<file path="src/rtl/uart_tx_serializer.sv">
// UART transmit serializer: fetches one byte per frame from the TX FIFO read port and
// shifts it out as start / data (LSB first) / optional parity / 1-2 stop bits on txd_o.
module uart_tx_serializer #(
  parameter int unsigned DATA_WIDTH = 8,
  parameter int unsigned DIV_WIDTH  = 16
) (
  input  logic                  clk_i,
  input  logic                  rst_i,
  input  logic                  tx_en_i,
  input  logic [DIV_WIDTH-1:0]  baud_div_i,
  input  logic                  parity_en_i,
  input  logic                  parity_odd_i,
  input  logic                  stop2_i,
  input  logic                  cts_n_i,
  input  logic                  fifo_empty_i,
  output logic                  fifo_rd_en_o,
  input  logic [DATA_WIDTH-1:0] fifo_rd_data_i,
  output logic                  txd_o,
  output logic                  busy_o,
  output logic                  tx_done_o
);

  localparam int unsigned BitW = (DATA_WIDTH > 1) ? $clog2(DATA_WIDTH) : 1;

  localparam logic [2:0] StIdle   = 3'd0;
  localparam logic [2:0] StFetch  = 3'd1;
  localparam logic [2:0] StLoad   = 3'd2;
  localparam logic [2:0] StStart  = 3'd3;
  localparam logic [2:0] StData   = 3'd4;
  localparam logic [2:0] StParity = 3'd5;
  localparam logic [2:0] StStop   = 3'd6;

  logic [2:0]            state_q, state_d;
  logic [DIV_WIDTH-1:0]  baud_cnt_q, baud_cnt_d;
  logic [BitW-1:0]       bit_cnt_q, bit_cnt_d;
  logic [DATA_WIDTH-1:0] shift_q, shift_d;
  logic                  par_q, par_d;
  logic                  par_en_q, par_en_d;
  logic                  stop2_q, stop2_d;
  logic [DIV_WIDTH-1:0]  div_q, div_d;
  logic                  txd_q, txd_d;
  logic                  busy_q, busy_d;
  logic                  rd_en_q, rd_en_d;
  logic                  done_q, done_d;
  logic                  bit_end;

  assign bit_end = (baud_cnt_q == div_q);

  always_comb begin
    state_d    = state_q;
    baud_cnt_d = baud_cnt_q;
    bit_cnt_d  = bit_cnt_q;
    shift_d    = shift_q;
    par_d      = par_q;
    par_en_d   = par_en_q;
    stop2_d    = stop2_q;
    div_d      = div_q;

    unique case (state_q)
      StIdle: begin
        if (tx_en_i && !fifo_empty_i && !cts_n_i) state_d = StFetch;
      end
      StFetch: state_d = StLoad;
      StLoad: begin
        // Frame format is frozen here so mid-frame register writes only affect the next frame
        shift_d    = fifo_rd_data_i;
        par_d      = (^fifo_rd_data_i) ^ parity_odd_i;
        par_en_d   = parity_en_i;
        stop2_d    = stop2_i;
        div_d      = baud_div_i;
        baud_cnt_d = '0;
        bit_cnt_d  = '0;
        state_d    = StStart;
      end
      StStart: begin
        if (bit_end) begin
          baud_cnt_d = '0;
          state_d    = StData;
        end else begin
          baud_cnt_d = baud_cnt_q + DIV_WIDTH'(1);
        end
      end
      StData: begin
        if (bit_end) begin
          baud_cnt_d = '0;
          shift_d    = shift_q >> 1;
          if (bit_cnt_q == BitW'(DATA_WIDTH - 1)) begin
            bit_cnt_d = '0;
            state_d   = par_en_q ? StParity : StStop;
          end else begin
            bit_cnt_d = bit_cnt_q + BitW'(1);
          end
        end else begin
          baud_cnt_d = baud_cnt_q + DIV_WIDTH'(1);
        end
      end
      StParity: begin
        if (bit_end) begin
          baud_cnt_d = '0;
          state_d    = StStop;
        end else begin
          baud_cnt_d = baud_cnt_q + DIV_WIDTH'(1);
        end
      end
      StStop: begin
        if (bit_end) begin
          baud_cnt_d = '0;
          if (stop2_q && (bit_cnt_q == '0)) begin
            bit_cnt_d = BitW'(1);
          end else begin
            bit_cnt_d = '0;
            state_d   = StIdle;
          end
        end else begin
          baud_cnt_d = baud_cnt_q + DIV_WIDTH'(1);
        end
      end
      default: state_d = StIdle;
    endcase
  end

  // Outputs are registered from next-state values so they align with the state they describe
  always_comb begin
    case (state_d)
      StStart:  txd_d = 1'b0;
      StData:   txd_d = shift_d[0];
      StParity: txd_d = par_d;
      default:  txd_d = 1'b1;
    endcase
    busy_d  = (state_d != StIdle);
    rd_en_d = (state_d == StFetch);
    done_d  = (state_d == StStop) && (baud_cnt_d == div_d) &&
              (!stop2_d || (bit_cnt_d == BitW'(1)));
  end

  always_ff @(posedge clk_i) begin
    if (rst_i) begin
      state_q    <= StIdle;
      baud_cnt_q <= '0;
      bit_cnt_q  <= '0;
      shift_q    <= '0;
      par_q      <= 1'b0;
      par_en_q   <= 1'b0;
      stop2_q    <= 1'b0;
      div_q      <= '0;
      txd_q      <= 1'b1;
      busy_q     <= 1'b0;
      rd_en_q    <= 1'b0;
      done_q     <= 1'b0;
    end else begin
      state_q    <= state_d;
      baud_cnt_q <= baud_cnt_d;
      bit_cnt_q  <= bit_cnt_d;
      shift_q    <= shift_d;
      par_q      <= par_d;
      par_en_q   <= par_en_d;
      stop2_q    <= stop2_d;
      div_q      <= div_d;
      txd_q      <= txd_d;
      busy_q     <= busy_d;
      rd_en_q    <= rd_en_d;
      done_q     <= done_d;
    end
  end

  assign txd_o        = txd_q;
  assign busy_o       = busy_q;
  assign fifo_rd_en_o = rd_en_q;
  assign tx_done_o    = done_q;

endmodule
</file>
<file path="config.mk">
export PLATFORM = sky130hd
export DESIGN_NAME = uart_tx_serializer
export DESIGN_NICKNAME = d
export VERILOG_FILES = /design/src/rtl/uart_tx_serializer.sv
export SDC_FILE = /design/constraint.sdc
export NUM_CORES = 1
export LEC_CHECK = 0
export ABC_AREA = 0
export BUFFER_PORTS_ARGS = -buffer_cell sky130_fd_sc_hd__buf_2
export CORE_MARGIN = 1
export CORE_UTILIZATION = 50
export CTS_CLUSTER_DIAMETER = 60
export DETAILED_ROUTE_END_ITERATION = 6
export PLACE_DENSITY = 0.7
export SLEW_MARGIN = 20
export SYNTH_ARGS = -nofsm -noshare
export SYNTH_HDL_FRONTEND = slang
export SYNTH_SLANG_ARGS = --single-unit
</file>
<file path="constraint.sdc">
create_clock -name clk_i -period 4.9 [get_ports clk_i]
set_clock_uncertainty 0.2 [all_clocks]
set_input_delay 0.98 -clock clk_i [delete_from_list [all_inputs] [get_ports clk_i]]
set_output_delay 0.98 -clock clk_i [all_outputs]
set_load 0.05 [all_outputs]
</file>
# == Yosys cells after proc, flatten, opt, wreduce, memory -nomap -nowiden ==
# Index checks and enable logic that the tools add are counted.
# totals
register_bits,53
latch_bits,0
mem_bits_rw,0
mem_bits_ro,0
inputBits,32
output_inout_bits,4
elab_cells,70
n_memories,0
# classes
n_addsub,2
n_mul,0
div_mod_pow,0
n_lt_le_gt_ge,0
eq_ne,16
shifts,0
mux,22
bitwise,1
reduce_logical,16
# op_table
cell,count
== test 16 bit,2
two-way mux 16 bit,2
case mux 16 bit (2 select lines),1
two-way mux 3 bit,10
"== test 3 bit, second input constant",7
case mux 3 bit (7 select lines),1
"adder 16 x 1 -> 16 bit, second input constant",1
case mux 8 bit (2 select lines),1
"== test 3 x 1 -> 1 bit, second input constant",3
"== test 3 x 2 -> 1 bit, second input constant",3
case mux 3 bit (3 select lines),1
two-way mux 8 bit,1
XOR reduction 8 bit,1
zero test 3 bit,2
logical AND 1 bit,5
OR reduction 4 bit,1
"adder 3 x 1 -> 3 bit, second input constant",1
zero test 1 bit,3
two-way mux 1 bit,3
case mux 1 bit (3 select lines),1
nonzero test 3 bit,1
two-way mux 2 bit,1
"inequality test 2 bit, second input constant",1
AND reduction 2 bit,1
3 further kinds,3

# == Longest topological paths before layout ==
# Gate-level depths: netlist of run 1.
# logic_depth
word_depth,8
depth_mapped,11
depth_no_buf,10

# == Least setup slack after synthesis of run 1 ==
# No wires, ideal clock.
# synth_timing
path_kind,input port to flip-flop
from,input port baud_div_i[13]
to,"register done_q, in the netlist tx_done_o"
setup_time_ns,0.088
t_arrival_ns,2.628
setup_slack_ns,1.984
stages,7
path_buffers,0
cell_sequence,mux2_1 > or3_1 > o311a_1 > nand4_1 > nand3_2 > or4_4 > nor4_2
# synth_between
elab_chain_cells,4
# synth_rtl
element,line_no,rtl
start: declaration,10,"input logic [DIV_WIDTH-1:0] baud_div_i,"
two-way mux 16 bit,59,unique case (state_q)
== test 16 bit,132,done_d = (state_d == StStop) && (baud_cnt_d == div_d) &&
logical AND 1 bit (2 in series),132,
end signal: assignment,162,done_q <= done_d;
end: declaration,44,"logic done_q, done_d;"
# Every way passes these cells.
# A chain may end at the register's enable or synchronous reset.

# == Worst setup path after layout of run 1 ==
# layout_timing
from,register state_q[1]
to,"register done_q, in the netlist tx_done_o"
# layout_between
elab_chain_cells,6
elab_cells_between_ends,27
classes_between,eq/ne: 9; mux: 12; reduce/logical: 6
# layout_rtl
element,line_no,rtl
start: declaration,33,"logic [2:0] state_q, state_d;"
start signal: assignment,138,state_q <= StIdle;
start signal: assignment,151,state_q <= state_d;
"== test 3 bit, or another cell as far along",59,
"OR reduction 4 bit (no line), or another cell as far along",n/a,
case mux 16 bit (2 select lines) or case mux 3 bit (7 select lines) (tied branches),59,
== test 16 bit or == test 3 bit (tied branches),132,
logical AND 1 bit,132,
logical AND 1 bit (*),132,
# Every way passes the cells marked *; elsewhere a longest branch is shown, timed or not.

==> reports/qor.txt, run 1 <==
Status -> complete, but fails checks
Failing checks -> design-rule violations
Vias per std cell -> 6.139
Hold Violations, Final -> 0
Worst setup endpoint -> tx_done_o
Max Buffers Root-to-Sink -> 2
Diode count -> 0
Post-synth top cells -> nor2_1 (57), dfxtp_1 (53), nand2_1 (30), xor2_1 (24), a21oi_1 (19)
Peak VDD IR -> 0.0001515 V
Internal power -> 0.6702 mW
Least-Margin Pin Slew -> 1048 ps
Die extent in y -> 83.99 µm
Final min period -> 3939 ps
Setup bufs post-CTS -> 0
Setup TNS -> 0 ps
DRT antenna net count -> 0
Max incr delay on CP -> 950 ps
DRT Pass-1 Iters -> 7
Largest cells by area after synthesis -> dfxtp_1 (32%), nor2_1 (6.4%), xor2_1 (6.3%)
Vias in the first global route -> 2,814
Starting Density -> 0.5233
Post-Route WL -> 8.359 mm
CP Data Arrival Time -> 3960 ps
Max-slew headroom -> 0.2980
Vias -> 3,137
Gate power share -> 0.264
Gpl congestion -> 0.9606
FMAX -> 253.9 MHz
Netlist cell types -> 62
Crit path from -> state_q[1]
Area taken by multi-input logic gates -> 2128 µm²
Cts hold-fix bufs -> 0
Worst r2r src -> state_q[1]
Sw Ratio -> 0.3301
DR WL/cell -> 16.36 µm
Clock power share -> 0.271
# setup viols final -> 0
Final Util -> 0.5658
Largest net degree at the start of global routing -> 54
Netlist Area Pre-Place -> 3361 µm²
Post-synthesis sequential area ratio -> 0.3157
P_leak -> 1.390 nW
Internal reg-to-reg setup slack -> 960 ps
Post-synth EDFFs -> 0
Site Rows -> 29
Worst-path clk slew -> 90 ps
Max-Cap Viols -> 0
CTS sink cnt -> 53
Crit path cell chain -> nor3b_2 -> mux2i_1 -> nand4_1 -> o21ai_0 -> a2111oi_0 -> o21ai_0 -> or4_4 -> nor4_2
Post-Synthesis Net Count -> 451
Antenna violations before repair -> 0
Worst setup SP type -> flip-flop
First-pass GRT wire length -> 14.07 mm
Share of layout cells above drive strength 1 -> 0.1406
H-tree levels -> 2
Sequential cell fraction of total power -> 0.465
Cell taking the most area after synthesis -> dfxtp_1
NetSw -> 0.3303 mW
Filler instances -> 601
First DRT Iteration DRCs -> 329
# IOs -> 36
Crit-path slowest cell -> nor3b_2
Overall global routing resource usage -> 0.2463
Worst Hold Class -> reg -> reg
CTS tree -> done
Final period util -> 0.8038
Crit path top cell by count -> o21ai_0
Core Box Area -> 6422 µm²
Register area -> 1061 µm²
Final HPWL DP -> 6.065 mm
Syn. warnings -> 0
Die Width -> 83.99 µm
Post-synth top flop -> dfxtp_1
Fin. max-slew vios -> 0
Final #Nets -> 469
IO Port Bufs -> 35
Die area -> 7053 µm²
Post-synth top area share -> 0.3157
Cell with the most instances after synthesis -> nor2_1
Gate Count Post-Synth -> 415
Critical path data required time -> 4930 ps
Skew-Pair Late Insertion Delay -> 310 ps
Async set-reset flop share out of synthesis -> 0
Count of cells resized by post-cts repair -> 0
Avg Cell Area, Syn -> 8.098 µm²
Setup crit end kind -> flip-flop
Seq cells post-synth -> 53
FF-to-FF path depth -> 8
FF-to-FF End -> tx_done_o
CTS buffer count -> 5
DRC viols -> 6
Crit-path max FO -> 20
RSZ-0062 raised after global routing -> false
Pwr dens -> 275.4 nW/µm²
Area grow syn2layout -> 8.116%
Root Driver -> clkbuf_8
GRT Residual Overflow -> 0
Kind of critical path -> reg -> reg
## state kept, by name, summed over array words and instances, names as in the netlist
signal and flops:
txd_o 1, div_q 16, fifo_rd_en_o 1, baud_cnt_q 16, busy_o 1, state_q 3
par_q 1, tx_done_o 1, bit_cnt_q 3, stop2_q 1, shift_q 8, par_en_q 1
## cells by family (layout without fill, tap and decap cells)
kind of cell | count (synthesis) | after routing | share of synthesized area
muxes | 20 | 20 | 0.06031
xor gates and xnor gates | 38 | 38 | 0.1035
AOI/OAI and AO/OA | 90 | 90 | 0.1854
and+or+nand+nor | 173 | 173 | 0.2677
adders and majority gates | 4 | 4 | 0.01489
buffers and inverters | 37 | 56 | 0.05249
DFF | 53 | 53 | 0.3157
## power by group through the flow
stage          Combinational, mW  Sequential, mW  Clock, mW
2_1_floorplan              0.192           0.473          0
5_1_grt                    0.287           0.468      0.294
6_report                   0.264           0.465      0.272
3_5_place_dp               0.258           0.475          0
3_3_place_gp               0.254           0.474          0
4_1_cts                    0.259           0.465      0.277
## stage by stage
stage / power (mW) / worst slack [ps] / hold WS, ps / instance area [µm²] / std cells
CTS: 1.001 / 972.1 / 262.6 / 3633 / 511
detailed placement: 0.7327 / 1108 / 248.9 / 3532 / 503
finish: 1.001 / 961.3 / 258.9 / 3633 / 511
floorplan: 0.6649 / 1984 / 236.0 / 3361 / 415
global placement: 0.7288 / 1263 / 244.4 / 3532 / 503
global route: 1.049 / 594.2 / 281.3 / 3633 / 511
## worst max-delay path: cells and delay by family, from the launching register on
family / cells / cell delay, ps
and+or+nand+nor: 4 / 1940
muxes: 1 / 390
AOI/OAI and AO/OA: 3 / 590
DFF: 1 / 730
## worst min path at each step
stage / startpoint / to / depth (start not counted) / slack, ps
6_report: shift_q[3] / shift_q[3] / 2 / 260
5_1_grt: shift_q[6] / shift_q[6] / 2 / 280
4_1_cts: shift_q[6] / shift_q[6] / 2 / 260
3_5_place_dp: shift_q[6] / shift_q[6] / 2 / 250
3_3_place_gp: shift_q[4] / shift_q[4] / 2 / 240
2_1_floorplan: shift_q[2] / shift_q[2] / 2 / 240
## per-layer routing
| metal | up-vias | GRT usage | part of all wire |
|---|---|---|---|
| li1 | 1547 | - | - |
| met1 | 1442 | 0.3590 | 0.48 |
| met2 | 129 | 0.3614 | 0.43 |
| met3 | 19 | 0.04352 | 0.067 |
| met4 | 0 | 0.08777 | 0.024 |
| met5 | - | 0 | 0 |
## layout by cell type (no fill, tap or decap), types with 3 or more instances in the layout
cell,netlist,layout
o31ai_1,7,7
o211ai_1,7,7
xor2_1,24,24
clkbuf_8,0,7
xnor2_1,12,12
nand2_1,30,30
and4_1,4,4
nor4_1,5,5
mux2i_1,18,18
and2_1,3,3
inv_1,6,6
nor2b_1,12,12
a211oi_1,4,4
nor3_1,10,10
buf_4,1,6
a22oi_1,9,9
a21oi_1,19,19
nor4_2,4,4
or3_1,4,4
o21ai_0,13,13
buf_2,9,35
nand4_1,12,12
nand3_1,17,17
nor2_1,57,57
a31oi_1,7,7
a32oi_1,3,3
dfxtp_1,53,53
ha_1,4,4
## area by class of cell
class / count / share of cell area
Multi-Input combinational cell: 325 / 0.5857
Sequential cell: 53 / 0.2920
Timing Repair Buffer: 41 / 0.06061
Clock buffer: 7 / 0.02652
Tap cell: 77 / 0.02652
Inverter: 7 / 0.007231
Clock inverter: 1 / 0.001377
No activity file was read; power rests on OpenSTA's default activity.
==> run 2: changes to the inputs <==
--- a/config.mk
+++ b/config.mk
@@ -11,7 +11,7 @@
 export CORE_UTILIZATION = 50
 export CTS_CLUSTER_DIAMETER = 60
 export DETAILED_ROUTE_END_ITERATION = 6
-export PLACE_DENSITY = 0.7
+export PLACE_DENSITY = 0.72
 export SLEW_MARGIN = 20
 export SYNTH_ARGS = -nofsm -noshare
 export SYNTH_HDL_FRONTEND = slang
==> constraint.sdc (replaced) <==
create_clock -name clk_i -period 3.2 [get_ports clk_i]
set_clock_uncertainty 0.2 [all_clocks]
set_input_delay 0.64 -clock clk_i [delete_from_list [all_inputs] [get_ports clk_i]]
set_output_delay 0.64 -clock clk_i [all_outputs]
set_load 0.05 [all_outputs]
==> run 2 against run 1 <==
Compared with the run above: the run still ends with design-rule violations left; clock power up 57%; fmax up 31%; critical path depth up 1; sequential share of layout area down 1.1 points; hold slack better by 4.6 ps; first-iteration DRC count up 3.6%; final area up 4.6%; count of clock-buffer cells in the layout unchanged; global-route usage up 2.2 points; wire length up 7.9%; critical path type unchanged.
==> reports/qor.txt, run 2 (same netlist as run 1, synthesis figures left out) <==
Most frequent cells in the layout -> nor2_1 (56), dfxtp_1 (48), buf_2 (35), nand2_1 (30), buf_4 (26)
WP depth -> 9
Max-slew headroom -> 0.5710
Overall global routing resource usage -> 0.2685
P_leak -> 1.497 nW
H-tree levels -> 2
Post-Route WL -> 9.023 mm
Peak VDD IR -> 0.0002235 V
Vias in the first global route -> 2,951
Root Driver -> clkbuf_8
Max Buffers Root-to-Sink -> 2
Crit path from -> baud_cnt_q[7]
Critical path data required time -> 3230 ps
Crit path cell chain -> xor2_1 -> nor4_2 -> and4_2 -> buf_4 -> o31ai_1 -> a22oi_1 -> xor2_1 -> or4_4 -> nor4_2
FF-to-FF End -> tx_done_o
GRT Residual Overflow -> 0
Commonest non-fill, non-tap cell in the layout -> nor2_1
Max incr delay on CP -> 490 ps
Starting Density -> 0.5233
Post-route cell area -> 3801 µm²
Worst setup SP type -> flip-flop
# setup viols final -> 0
Antenna violations before repair -> 0
Final #Nets -> 489
Core Box Area -> 6422 µm²
DRT Pass-1 Iters -> 7
FMAX -> 331.9 MHz
Pwr dens -> 416.6 nW/µm²
Hold Violations, Final -> 0
CTS tree -> done
# IOs -> 36
Vias -> 3,220
IO Port Bufs -> 35
Dpl cell area -> 3682 µm²
Setup bufs post-CTS -> 0
Failing checks -> design-rule violations
Final period util -> 0.9415
RSZ-0062 raised after global routing -> false
Count of cells resized by post-cts repair -> 0
Setup crit end kind -> flip-flop
Crit-path slowest cell -> or4_4
CP Data Arrival Time -> 3050 ps
Site Rows -> 29
Status -> complete, but fails checks
Internal reg-to-reg setup slack -> 190 ps
Max-Cap Viols -> 0
Worst setup endpoint -> tx_done_o
DRT antenna net count -> 0
CP delay by family, top -> simple AND/OR/NAND/NOR gates
Share of layout cells above drive strength 1 -> 0.1960
Crit-path max FO -> 10
Area grow syn2layout -> 13.11%
DRC viols -> 1
Die Width -> 83.99 µm
CTS sink cnt -> 53
Largest regs -> baud_cnt_q: 16 flops, div_q: 16 flops, shift_q: 8 flops
Least-Margin Pin Slew -> 639.3 ps
Die area -> 7053 µm²
Fin. max-slew vios -> 0
Worst-path clk slew -> 90 ps
First DRT Iteration DRCs -> 341
Final min period -> 3013 ps
Total power -> 1.583 mW
CTS buffer count -> 5
Final Util -> 0.5919
First-pass GRT wire length -> 15.03 mm
Kind of critical path -> reg -> reg
Setup TNS -> 0 ps
Cts hold-fix bufs -> 0
Worst Hold Class -> reg -> reg
Final HPWL DP -> 6.819 mm
Diode count -> 0
Die extent in y -> 83.99 µm
Largest net degree at the start of global routing -> 44
Vias per std cell -> 6.064
Worst Path Buf+Inv -> 1
Filler instances -> 579
Skew-Pair Late Insertion Delay -> 320 ps
DR WL/cell -> 16.99 µm
Worst r2r src -> baud_cnt_q[7]
FF-to-FF path depth -> 9
Gpl congestion -> 0.9679
## run 2: area by class of cell
class	count	area (µm²)	area share
flip-flops and latches	53	1067	0.2808
well taps	77	96.34	0.02535
multi-input cells	325	2140	0.5629
clock buffers	7	96.34	0.02535
clock inverters	1	5.005	0.001317
inverters	7	26.28	0.006912
repair buffers	61	370.4	0.09743
## run 2: routing by layer
layer  vias up  part of all wire  GRT usage
li1       1574                 -          -
met1      1519              0.47     0.3908
met2       111              0.44     0.4039
met3        16             0.064    0.03462
met4         0             0.023    0.09875
met5         -                 0          0
## run 2: worst min-delay path by stage
| stage | slack (ps) | from | cells after the start | to |
|---|---|---|---|---|
| finish | 260 | shift_q[3] | 2 | shift_q[3] |
| global route | 290 | shift_q[2] | 2 | shift_q[2] |
| CTS | 260 | shift_q[5] | 2 | shift_q[5] |
| detailed placement | 250 | shift_q[5] | 2 | shift_q[5] |
| global placement | 240 | shift_q[2] | 2 | shift_q[2] |
| floorplan | 240 | shift_q[2] | 2 | shift_q[2] |
## run 2: per-stage QoR
stage | hold WS [ps] | setup WS (ps) | cells
after floorplan | 236.0 | 292.6 | 415
after global placement | 244.3 | 235.3 | 523
after detailed placement | 247.5 | 153.7 | 523
after CTS | 261.2 | 119.7 | 531
after global routing | 285.0 | 14.13 | 531
final | 263.4 | 187.2 | 531
## run 2: worst min-delay path: stages (launching register included)
cell     delay [ps]
dfxtp_1         320
nand2_1          50
a21oi_1          60
## run 2: where the power goes
part           switching, mW  leakage [nW]  internal [mW]  total (mW)
clock                  0.230        0.0542          0.196       0.426
combinational          0.283          1.01          0.173       0.456
sequential            0.0171         0.431          0.684       0.702
==> run 3: changes to the inputs <==
--- a/config.mk
+++ b/config.mk
@@ -11,6 +11,7 @@
 export CORE_UTILIZATION = 50
 export CTS_CLUSTER_DIAMETER = 60
 export DETAILED_ROUTE_END_ITERATION = 6
+export MAX_ROUTING_LAYER = met4
 export PLACE_DENSITY = 0.72
 export SLEW_MARGIN = 20
 export SYNTH_ARGS = -nofsm -noshare
==> run 3 against run 2 <==
Compared with the run above: worst setup slack worse by 80 ps; register-to-register slack worse by 80 ps; first-iteration DRC count up 31%; critical path type unchanged; critical path depth unchanged; clock power down 2%; the flow still finishes with violations (design-rule violations); global-route usage down 0.80 points; final cell count unchanged; flip-flop and latch count unchanged; via count up 1.9%; largest power group unchanged; non-clock buffer count unchanged; power down 1.1%; sequential power about the same.
==> reports/qor.txt, run 3 (same netlist as run 1, synthesis figures left out) <==
Diode count -> 0
First-pass GRT wire length -> 14.32 mm
CTS sink cnt -> 53
Largest net degree at the start of global routing -> 44
Setup crit end kind -> flip-flop
Most frequent cells in the layout -> nor2_1 (57), dfxtp_1 (52), buf_2 (35), nand2_1 (30), buf_4 (26)
Final #Nets -> 489
Hold Violations, Final -> 0
Kind of critical path -> reg -> reg
Crit-path slowest cell -> or4_4
Die Width -> 83.99 µm
Pwr dens -> 413.7 nW/µm²
IO Port Bufs -> 35
Vias -> 3,281
Crit-path max FO -> 9
DRT Pass-1 Iters -> 7
Vias in the first global route -> 2,919
Setup TNS -> 0 ps
Largest regs -> baud_cnt_q: 16 flops, div_q: 16 flops, shift_q: 8 flops
Dpl cell area -> 3682 µm²
Vias per std cell -> 6.179
Commonest non-fill, non-tap cell in the layout -> nor2_1
Core Box Area -> 6422 µm²
Site Rows -> 29
Antenna violations before repair -> 0
Status -> complete, but fails checks
# IOs -> 36
Final HPWL DP -> 6.530 mm
Worst setup SP type -> flip-flop
Root Driver -> clkbuf_8
Placed cell count -> 523
Die area -> 7053 µm²
Worst Hold Class -> reg -> reg
DRC viols -> 2
DRT antenna net count -> 0
Gpl congestion -> 1.009
Least-Margin Pin Slew -> 651.5 ps
Filler instances -> 608
Post-Route WL -> 8.634 mm
CP delay by family, top -> simple AND/OR/NAND/NOR gates
Peak VDD IR -> 0.0002162 V
Fin. max-slew vios -> 0
RSZ-0062 raised after global routing -> false
Max-slew headroom -> 0.5642
Share of layout cells above drive strength 1 -> 0.1828
Max Buffers Root-to-Sink -> 2
# setup viols final -> 0
CTS tree -> done
Max-Cap Viols -> 0
Crit path cell chain -> xor2_1 -> nor4_2 -> and4_1 -> buf_4 -> nor2_1 -> a22oi_1 -> xor2_1 -> or4_4 -> nor4_2
Setup bufs post-CTS -> 0
Die extent in y -> 83.99 µm
DR WL/cell -> 16.26 µm
First DRT Iteration DRCs -> 447
Worst Path Buf+Inv -> 1
Final period util -> 0.9666
Max incr delay on CP -> 490 ps
Failing checks -> design-rule violations
FMAX -> 323.3 MHz
CP Data Arrival Time -> 3110 ps
CTS buffer count -> 5
Final min period -> 3093 ps
Worst-path clk slew -> 90 ps
Overall global routing resource usage -> 0.2605
Post-route cell area -> 3786 µm²
Critical path data required time -> 3220 ps
Area grow syn2layout -> 12.66%
Fin cells -> 531
GRT Residual Overflow -> 0
Starting Density -> 0.5233
P_leak -> 1.494 nW
H-tree levels -> 2
Skew-Pair Late Insertion Delay -> 310 ps
==> run 3: cell count changes in the layout (fill, tap and decap cells not counted), sizes merged <==
cell and delta:
clkinv -1, inv +1
==> run 3: layout make-up <==
class / instances / area (µm²) / share of cell area
clock buffers: 7 / 96.34 / 0.02545
clock inverters: 1 / 5.005 / 0.001322
inverters: 7 / 26.28 / 0.006940
multi-input cells: 325 / 2130 / 0.5625
flip-flops and latches: 53 / 1062 / 0.2806
well taps: 77 / 96.34 / 0.02545
repair buffers: 61 / 370.4 / 0.09782
==> run 3: worst paths after layout <==
path / startpoint / to / slack, ps / cells past startpoint
worst max register to register: baud_cnt_q[0] / tx_done_o / 110 / 9
worst min-delay path: shift_q[1] / shift_q[1] / 260 / 2
worst min register to register: shift_q[1] / shift_q[1] / 260 / 2
worst max-delay path: baud_cnt_q[0] / tx_done_o / 110 / 9
==> run 3: per-layer routing <==
metal	GRT usage	wire, µm	vias to the layer above
li1	-	-	1589
met4	0.1050	278	0
met3	0.03264	645	36
met2	0.3599	3622	149
met5	-	0	-
met1	0.3811	4088	1507
==> run 3: report_power, final <==
group	internal, mW	total [mW]	switching, mW
clock	0.196	0.417	0.221
sequential	0.684	0.704	0.0193
combinational	0.171	0.446	0.275
==> run 3: metrics by stage <==
stage / util / total power [mW] / setup WS (ps) / hold WS (ps)
2_1_floorplan: - / 1.018 / 292.6 / 236.0
3_3_place_gp: 0.5733 / 1.149 / 261.8 / 245.6
3_5_place_dp: 0.5733 / 1.152 / 153.5 / 246.7
4_1_cts: 0.5891 / 1.563 / 120.8 / 259.9
5_1_grt: 0.5895 / 1.638 / 14.59 / 277.0
6_report: 0.5895 / 1.567 / 107.0 / 256.8
==> run 3: timing repair <==
item,CTS,global route
gates resized for setup,0,3
setup endpoints to repair,0,1
hold buffers,0,0
==> run 3: worst register-to-register path, delay by kind of cell (launching register included) <==
family | cells | cell delay, ps
AO/OA/AOI/OAI | 1 | 280
flip-flops | 1 | 480
XOR/XNOR | 2 | 230
buffers and inverters | 1 | 210
AND/OR/NAND/NOR | 5 | 1620
